[src/rtl/redirect_ctrl_if.sv]
// Redirect/flush bus between redirect_ctrl and the IDU/EXU/LSU/I-cache/IFU side.
// master: the redirect controller; slave: the pipeline units around it.
interface redirect_ctrl_if;
    logic        idu_jump_flush;
    logic [31:0] idu_jump_dnpc;
    logic        exu_trap_valid;
    logic [31:0] exu_trap_dnpc;
    logic        exu_fencei_valid;
    logic [31:0] exu_fencei_pc;
    logic        lsu_idle;
    logic        icache_flush_ack;
    logic        icache_flush_req;
    logic        ifu_redirect;
    logic [31:0] ifu_redirect_pc;
    logic        idu_flush;
    logic        busy;

    modport master (
        input  idu_jump_flush, idu_jump_dnpc,
        input  exu_trap_valid, exu_trap_dnpc,
        input  exu_fencei_valid, exu_fencei_pc,
        input  lsu_idle, icache_flush_ack,
        output icache_flush_req, ifu_redirect, ifu_redirect_pc, idu_flush, busy
    );

    modport slave (
        output idu_jump_flush, idu_jump_dnpc,
        output exu_trap_valid, exu_trap_dnpc,
        output exu_fencei_valid, exu_fencei_pc,
        output lsu_idle, icache_flush_ack,
        input  icache_flush_req, ifu_redirect, ifu_redirect_pc, idu_flush, busy
    );
endinterface

[src/rtl/redirect_ctrl.sv]
// Central PC-redirect and flush sequencer: arbitrates trap/mret, fence.i and
// branch-mispredict redirects, runs the fence.i drain/I-cache-flush/resume
// sequence, and holds fetch after reset before releasing it at RESET_PC.
module redirect_ctrl #(
    parameter logic [31:0] RESET_PC  = 32'h3000_0000,
    parameter int unsigned BOOT_HOLD = 4
) (
    input logic            clock,
    input logic            reset,
    redirect_ctrl_if.master bus
);

    localparam int unsigned      CNT_W    = $clog2(BOOT_HOLD) + 1;
    localparam logic [CNT_W-1:0] CNT_INIT = CNT_W'(BOOT_HOLD - 1);

    typedef enum logic [2:0] {
        S_BOOT,
        S_IDLE,
        S_DRAIN,
        S_IFLUSH,
        S_RESUME
    } state_t;

    state_t           state_q, state_d;
    logic [CNT_W-1:0] cnt_q, cnt_d;
    logic [31:0]      saved_pc_q, saved_pc_d;
    logic             req_q, req_d;

    logic [31:0]      redirect_pc;

    // Next-state, boot counter, resume PC and I-cache request computation.
    always_comb begin
        state_d    = state_q;
        cnt_d      = cnt_q;
        saved_pc_d = saved_pc_q;
        req_d      = req_q;
        case (state_q)
            S_BOOT: begin
                cnt_d = cnt_q - CNT_W'(1);
                if (cnt_q == '0) begin
                    state_d    = S_RESUME;
                    saved_pc_d = RESET_PC;
                end
            end
            S_IDLE: begin
                // trap outranks fence.i; a jump never leaves IDLE
                if (!bus.exu_trap_valid && bus.exu_fencei_valid) begin
                    state_d    = S_DRAIN;
                    saved_pc_d = bus.exu_fencei_pc + 32'd4;
                end
            end
            S_DRAIN: begin
                if (bus.lsu_idle) begin
                    state_d = S_IFLUSH;
                    req_d   = 1'b1;
                end
            end
            S_IFLUSH: begin
                if (bus.icache_flush_ack) begin
                    state_d = S_RESUME;
                    req_d   = 1'b0;
                end
            end
            S_RESUME: begin
                state_d = S_IDLE;
            end
            default: begin
                state_d = S_BOOT;
                cnt_d   = CNT_INIT;
                req_d   = 1'b0;
            end
        endcase
    end

    // State registers with synchronous reset into BOOT.
    always_ff @(posedge clock) begin
        if (reset) begin
            state_q    <= S_BOOT;
            cnt_q      <= CNT_INIT;
            saved_pc_q <= '0;
            req_q      <= 1'b0;
        end else begin
            state_q    <= state_d;
            cnt_q      <= cnt_d;
            saved_pc_q <= saved_pc_d;
            req_q      <= req_d;
        end
    end

    // Per-state combinational outputs; IDLE arbitration is same-cycle.
    always_comb begin
        bus.ifu_redirect = 1'b0;
        bus.idu_flush    = 1'b1;
        bus.busy         = 1'b1;
        redirect_pc      = saved_pc_q;
        case (state_q)
            S_IDLE: begin
                bus.busy      = 1'b0;
                bus.idu_flush = 1'b0;
                if (bus.exu_trap_valid) begin
                    bus.ifu_redirect = 1'b1;
                    bus.idu_flush    = 1'b1;
                    redirect_pc      = bus.exu_trap_dnpc;
                end else if (bus.exu_fencei_valid) begin
                    bus.idu_flush = 1'b1;
                end else if (bus.idu_jump_flush) begin
                    bus.ifu_redirect = 1'b1;
                    redirect_pc      = bus.idu_jump_dnpc;
                end
            end
            S_RESUME: begin
                bus.ifu_redirect = 1'b1;
            end
            default: begin
            end
        endcase
    end

    assign bus.ifu_redirect_pc  = {redirect_pc[31:1], 1'b0};
    assign bus.icache_flush_req = req_q;

endmodule
[src/flat_wrapper.sv]
// flat-port wrapper written by rule: the top's interface ports become plain ports
module redirect_ctrl_flat 
#(
    parameter logic [31:0] RESET_PC  = 32'h3000_0000,
    parameter int unsigned BOOT_HOLD = 4
)
  (clock, reset, bus_idu_jump_flush, bus_idu_jump_dnpc, bus_exu_trap_valid, bus_exu_trap_dnpc, bus_exu_fencei_valid, bus_exu_fencei_pc, bus_lsu_idle, bus_icache_flush_ack, bus_icache_flush_req, bus_ifu_redirect, bus_ifu_redirect_pc, bus_idu_flush, bus_busy);
  redirect_ctrl_if bus_i ();
  input logic clock;
  input logic reset;
  input wire logic [$bits(bus_i.idu_jump_flush)-1:0] bus_idu_jump_flush;
  input wire logic [$bits(bus_i.idu_jump_dnpc)-1:0] bus_idu_jump_dnpc;
  input wire logic [$bits(bus_i.exu_trap_valid)-1:0] bus_exu_trap_valid;
  input wire logic [$bits(bus_i.exu_trap_dnpc)-1:0] bus_exu_trap_dnpc;
  input wire logic [$bits(bus_i.exu_fencei_valid)-1:0] bus_exu_fencei_valid;
  input wire logic [$bits(bus_i.exu_fencei_pc)-1:0] bus_exu_fencei_pc;
  input wire logic [$bits(bus_i.lsu_idle)-1:0] bus_lsu_idle;
  input wire logic [$bits(bus_i.icache_flush_ack)-1:0] bus_icache_flush_ack;
  output wire logic [$bits(bus_i.icache_flush_req)-1:0] bus_icache_flush_req;
  output wire logic [$bits(bus_i.ifu_redirect)-1:0] bus_ifu_redirect;
  output wire logic [$bits(bus_i.ifu_redirect_pc)-1:0] bus_ifu_redirect_pc;
  output wire logic [$bits(bus_i.idu_flush)-1:0] bus_idu_flush;
  output wire logic [$bits(bus_i.busy)-1:0] bus_busy;
  assign bus_i.idu_jump_flush = bus_idu_jump_flush;
  assign bus_i.idu_jump_dnpc = bus_idu_jump_dnpc;
  assign bus_i.exu_trap_valid = bus_exu_trap_valid;
  assign bus_i.exu_trap_dnpc = bus_exu_trap_dnpc;
  assign bus_i.exu_fencei_valid = bus_exu_fencei_valid;
  assign bus_i.exu_fencei_pc = bus_exu_fencei_pc;
  assign bus_i.lsu_idle = bus_lsu_idle;
  assign bus_i.icache_flush_ack = bus_icache_flush_ack;
  assign bus_icache_flush_req = bus_i.icache_flush_req;
  assign bus_ifu_redirect = bus_i.ifu_redirect;
  assign bus_ifu_redirect_pc = bus_i.ifu_redirect_pc;
  assign bus_idu_flush = bus_i.idu_flush;
  assign bus_busy = bus_i.busy;
  redirect_ctrl #(.RESET_PC(RESET_PC), .BOOT_HOLD(BOOT_HOLD)) u_core (.clock(clock), .reset(reset), .bus(bus_i));
endmodule
[config.mk]
export PLATFORM = sky130hd
export DESIGN_NAME = redirect_ctrl_flat
export DESIGN_NICKNAME = d
export VERILOG_FILES = /design/src/rtl/redirect_ctrl_if.sv /design/src/rtl/redirect_ctrl.sv /design/src/flat_wrapper.sv
export SDC_FILE = /design/constraint.sdc
export NUM_CORES = 1
export LEC_CHECK = 0
export BUFFER_PORTS_ARGS = -buffer_cell sky130_fd_sc_hd__buf_2
export CORE_MARGIN = 1.5
export CORE_UTILIZATION = 46
export DETAILED_ROUTE_END_ITERATION = 8
export PLACE_DENSITY_LB_ADDON = 0.12
export SLEW_MARGIN = 20
export SYNTH_ARGS = -nofsm -noshare
export SYNTH_HDL_FRONTEND = slang
export SYNTH_SLANG_ARGS = --single-unit
[constraint.sdc]
create_clock -name clock -period 2.3 [get_ports clock]
set_input_delay 0.115 -clock clock [delete_from_list [all_inputs] [get_ports clock]]
set_output_delay 0.115 -clock clock [all_outputs]
set_load 0.01 [all_outputs]
### Yosys cells after proc, flatten, opt, wreduce, memory -nomap -nowiden

Cells that the tools add are included.

* bits of input ports: 103
* output and inout bits: 36
* register bits: 39

* equality and inequality tests: 8
* mux-type cells: 24
* add/subtract/negate cells: 2
* bitwise operators: 1
* reduce and logical (&&, ||, !) cells: 10

Operators by type and width (count)
* 2-to-1 mux 32 bit: 6
* one-hot mux 32 bit (2 select lines): 1
* adder 32 x 3 -> 32 bit, second input constant: 1
* one-hot mux 3 bit (5 select lines): 1
* 2-to-1 mux 3 bit: 4
* 2-to-1 mux 1 bit: 9
* == test 3 x 2 -> 1 bit, second input constant: 2
* zero test 3 bit: 2
* one-hot mux 3 bit (2 select lines): 1
* AND reduction 3 bit: 2
* != test 2 x 1 -> 1 bit, second input constant: 2
* != test 2 bit, second input constant: 2
* AND reduction 4 bit: 1
* OR reduction 4 bit: 1
* == test 3 x 1 -> 1 bit, second input constant: 1
* == test 3 bit, second input constant: 1
* one-hot mux 1 bit (3 select lines): 1
* OR reduction 3 bit: 1
* subtractor 3 x 1 -> 3 bit, second input constant: 1
* one-hot mux 1 bit (2 select lines): 1
* nonzero test 2 bit: 1
* logical AND 1 bit: 1
* zero test 1 bit: 1
* NOT 1 bit: 1

### Logic depth before layout (Yosys ltp)

* depth in word-level cells: 4
* gate-level depth with buffers: 8

### Worst setup path after synthesis

OpenSTA, ideal clock, no wires.

* path type: register to register
* from: register u_core.cnt_q[0]
* to: register u_core.saved_pc_q[10]
* path slack: 0.578 ns
* data required time: 2.172 ns
* stages on the path, launching flop included: 9
* setup time: 0.128 ns
* data arrival time: 1.594 ns
* period minus slack after synthesis: 1.722 ns
* path through: dfxtp_1 -> inv_1 -> ha_1 -> or4b_1 -> o22a_1 -> nor2b_1 -> buf_2 -> nand2_1 -> o21ai_1

* word-level cells in the longest chain between the ends: 3

RTL lines
* from (decl): line redirect_ctrl.sv:25 `logic [CNT_W-1:0] cnt_q, cnt_d;`
* from (signal assigned): line redirect_ctrl.sv:84 `cnt_q <= cnt_d;`
* zero test 3 bit: line redirect_ctrl.sv:40 `if (cnt_q == '0) begin`
* != test 2 x 1 -> 1 bit (no source line)
* AND reduction 3 bit (no source line)
* to (signal assigned): line redirect_ctrl.sv:85 `saved_pc_q <= saved_pc_d;`
* to (decl): line redirect_ctrl.sv:26 `logic [31:0] saved_pc_q, saved_pc_d;`

No other way between the ends.
A chain may end at the register's enable or synchronous reset.

### Final worst setup path

* from: register u_core.state_q[1]
* to: output bus_ifu_redirect_pc[30]

* word-level cells in the longest chain between the ends: 2

RTL lines
* from (decl): line redirect_ctrl.sv:24 `state_t state_q, state_d;`
* from (signal assigned): line redirect_ctrl.sv:83 `state_q <= state_d;`
* == test 3 x 1 -> 1 bit: line redirect_ctrl.sv:96 `case (state_q)`
* 2-to-1 mux 32 bit: line redirect_ctrl.sv:96
* to (decl): line flat_wrapper.sv:21 `output wire logic [$bits(bus_i.ifu_redirect_pc)-1:0] bus_ifu_redirect_pc;`

No other way between the ends.

==> results.toml <==
[power_and_ir_drop]
vdd_drop_max_v = 0.0002405
power_leakage_nw = 1.484
power_mw = 1.672
p_per_area_mw_per_mm2 = 466.1

[flow_run]
maxCapViolCount = 0

[clocking]
cts_made_buffers = 5
clk_latency_ns = 0.29
cts_tree = "built"
path_clk_slew_ns = 0.07
cts_buffer_depth = 2
cts-root-buf = "clkbuf_8"
cts_sinks = 38
cts_hold_buf = 0
htree_levels = 2

[sta]
holdWs_ns = 0.06943
setup_violations = 0
worst_slew_pin_slew_ns = 0.6873
period_minus_slack_ns = 2.097
timing.setup.tns_ns = 0
fmax_ghz = 0.4768
drv_slew = 0
finalCritPeriodShare_pct = 91.20
rsz0062_at_grt = "no"
finalHoldViolations = 0
skew_ns = 0.002265
max_slew_margin_pct = 54.07

[setup_path]
crit_end = "bus_ifu_redirect_pc[30]"
critPathLaunchType = "flop"
r2r_end = "u_core.saved_pc_q[20]"
crit_type = "reg -> out"
cp_data_required_time_ns = 2.18
cp_max_fo = 31
r2r_cells = 8
arrival_ns = 1.98
r2r_slack_ns = 0.40
cp_cell_sequence = "or3b_1 > o21bai_2 > buf_4 > nand2_1 > o21ai_0 > buf_2"
r2r_start = "u_core.cnt_q[0]"
slowest_stage = "or3b_1"
cp_num_buf_inv = 2
startpoint = "u_core.state_q[1]"
cp-end-kind = "primary output"
cp_slowest_stage_delay_ns = 0.46
crit_family = "simple AND/OR/NAND/NOR gates"
cp.depth = 6

[drt]
ant_nets = 0
routed_wl_um = 7514
drc_errors = 0
viasPerCell = 5.326
via_count = 3100
wl_per_cell_um = 12.91
drt_iter0_drc = 97
drt-pass1-iter-count = 4

[die]
io_pins = 139
fp-row-count = 27
die_w_um = 80.32
fp.dieH_um = 80.32
start_util_pct = 48.75
design.core.area_mm2 = 0.005642
dieArea_mm2 = 0.006451

[synth]
seq_area_frac_synth_pct = 27.66
netlist_instances = 386
synth_warnings = 0
syn_nets = 492
synth-seq-cells = 38
avgSynthCellArea_um2 = 7.125
synth-async-reset-ratio_pct = 0
ys_types = 44
synth_edf_count = 0
synth_area_mm2 = 0.002750
synthTopCellsByArea = "dfxtp_1 (28%), nand2_1 (9.3%), nor3b_1 (9.0%)"
synth_top_area_share_pct = 27.66
synth_top_cell_by_area = "dfxtp_1"
synthFlopType = "dfxtp_1"

[global_routing]
use_met3_pct = 5.000
grt_pass1_wl_um = 12090
gr-usage-met2_pct = 40.67
first_global_vias = 2691
grt_busiest_layer = "met2"
gr-usage-met1_pct = 29.50
grt_start_max_net_pins = 36
antenna_found_initial = 0
grt.overflow.total = 0
track_usage_pct = 23.68

[layout]
drive_above_1_share_pct = 32.94
postLayoutCoreUtil_pct = 63.58
area_growth_pct = 30.44
n_antenna_cell = 0
fin_nets = 615
final_area_mm2 = 0.003587

[placement]
place.gp.congestion = 0.8716
placed_area_mm2 = 0.003476
dp_hpwl_um = 5733
port_buffers = 134

[run_status]
status = "finished, final reports clean"

[worst_hold_path]
holdPathStages = 3
hold_class = "in -> reg"
[through the flow]
stage          std cells  worst slack (ns)
2_1_floorplan        386            0.5780
3_3_place_gp         574            0.3925
3_5_place_dp         574            0.3782
4_1_cts              582            0.1059
5_1_grt              582           0.06780
6_report             582            0.2025
[layout by cell type, fill, tap and decap left out, types with 3 or more instances in the layout]
cell type and instances:
buf_2 134, nand2_1 68, a21oi_1 37, dfxtp_1 37
o21ai_0 35, nor3b_1 33, nor2_1 22, xor2_1 22
o21ai_1 20, nand3_1 13, buf_4 10, a22oi_1 8
clkbuf_8 8, xnor2_1 7, inv_1 6, nand4_1 6
nand2b_1 3, nor2b_1 3, nor3_1 3, ha_1 3
[sequential cells by signal, indices dropped and copies added, names as in the netlist]
signal / flops
u_core.saved_pc_q: 31
u_core.cnt_q: 3
u_core.state_q: 3
u_core.bus.icache_flush_req: 1
[layer usage]
metal	wire, um	share of wire, %
met3	447	5.9
met5	0	0
met4	92	1.2
met1	3419	46
met2	3554	47
[worst min-delay path by stage]
stage	from	endpoint	slack [ns]
floorplan	bus_exu_fencei_pc[1]	u_core.saved_pc_q[1]	0.28
global placement	bus_exu_fencei_pc[1]	u_core.saved_pc_q[1]	0.37
detailed placement	bus_exu_fencei_pc[1]	u_core.saved_pc_q[1]	0.38
CTS	bus_exu_fencei_pc[1]	u_core.saved_pc_q[1]	0.07
global route	bus_exu_fencei_pc[1]	u_core.saved_pc_q[1]	0.1
finish	bus_exu_fencei_pc[1]	u_core.saved_pc_q[1]	0.07
[synthesized netlist by cell type (2+ instances only)]
cell type	count
nand4_1	6
nor2b_1	3
xnor2_1	7
nand4b_1	2
clkbuf_1	22
o21ai_1	20
inv_1	6
dfxtp_1	38
nand3_1	13
a21oi_1	37
nand2_1	68
ha_1	3
a31oi_1	2
a22oi_1	8
nor3_1	3
nand2b_1	3
or3_1	2
buf_2	4
nor4_4	2
xor2_1	22
and3_1	2
o21ai_0	35
nor3b_1	33
a211oi_1	2
nor2_1	22
a221oi_2	2
or2_2	2
[final cells by class]
| cell class | instances | area (um^2) |
|---|---|---|
| inverters | 6 | 22.52 |
| fillers | 533 | 2054 |
| multi-input cells | 314 | 1857 |
| flip-flops and latches | 38 | 762.0 |
| repair buffers | 144 | 745.7 |
| well taps | 72 | 90.09 |
| clock buffers | 8 | 110.1 |
[what timing repair did]
action	in CTS	in global routing
setup buffers	0	0
endpoints found under the setup margin	0	5
gates resized for setup	0	1
[worst min-delay path, cell delays in order]
cell	delay [ns]
buf_2	0.08
a22oi_1	0.06
nor2_1	0.07
[power breakdown]
group / internal (mW) / switching, mW
logic: 0.195 / 0.234
registers: 0.683 / 0.0164
clock network: 0.303 / 0.241
total: 1.18 / 0.491
[kinds of logic after synthesis]
group | share of synthesized area (%)
compound gates | 22.16
xor+xnor | 9.236
fa+ha+maj | 1.365
buf+inv | 4.959
flops | 27.66
mux | 0.4094
other cells | 0.1364
simple gates | 34.08
Power figures use the tool's default switching activity.
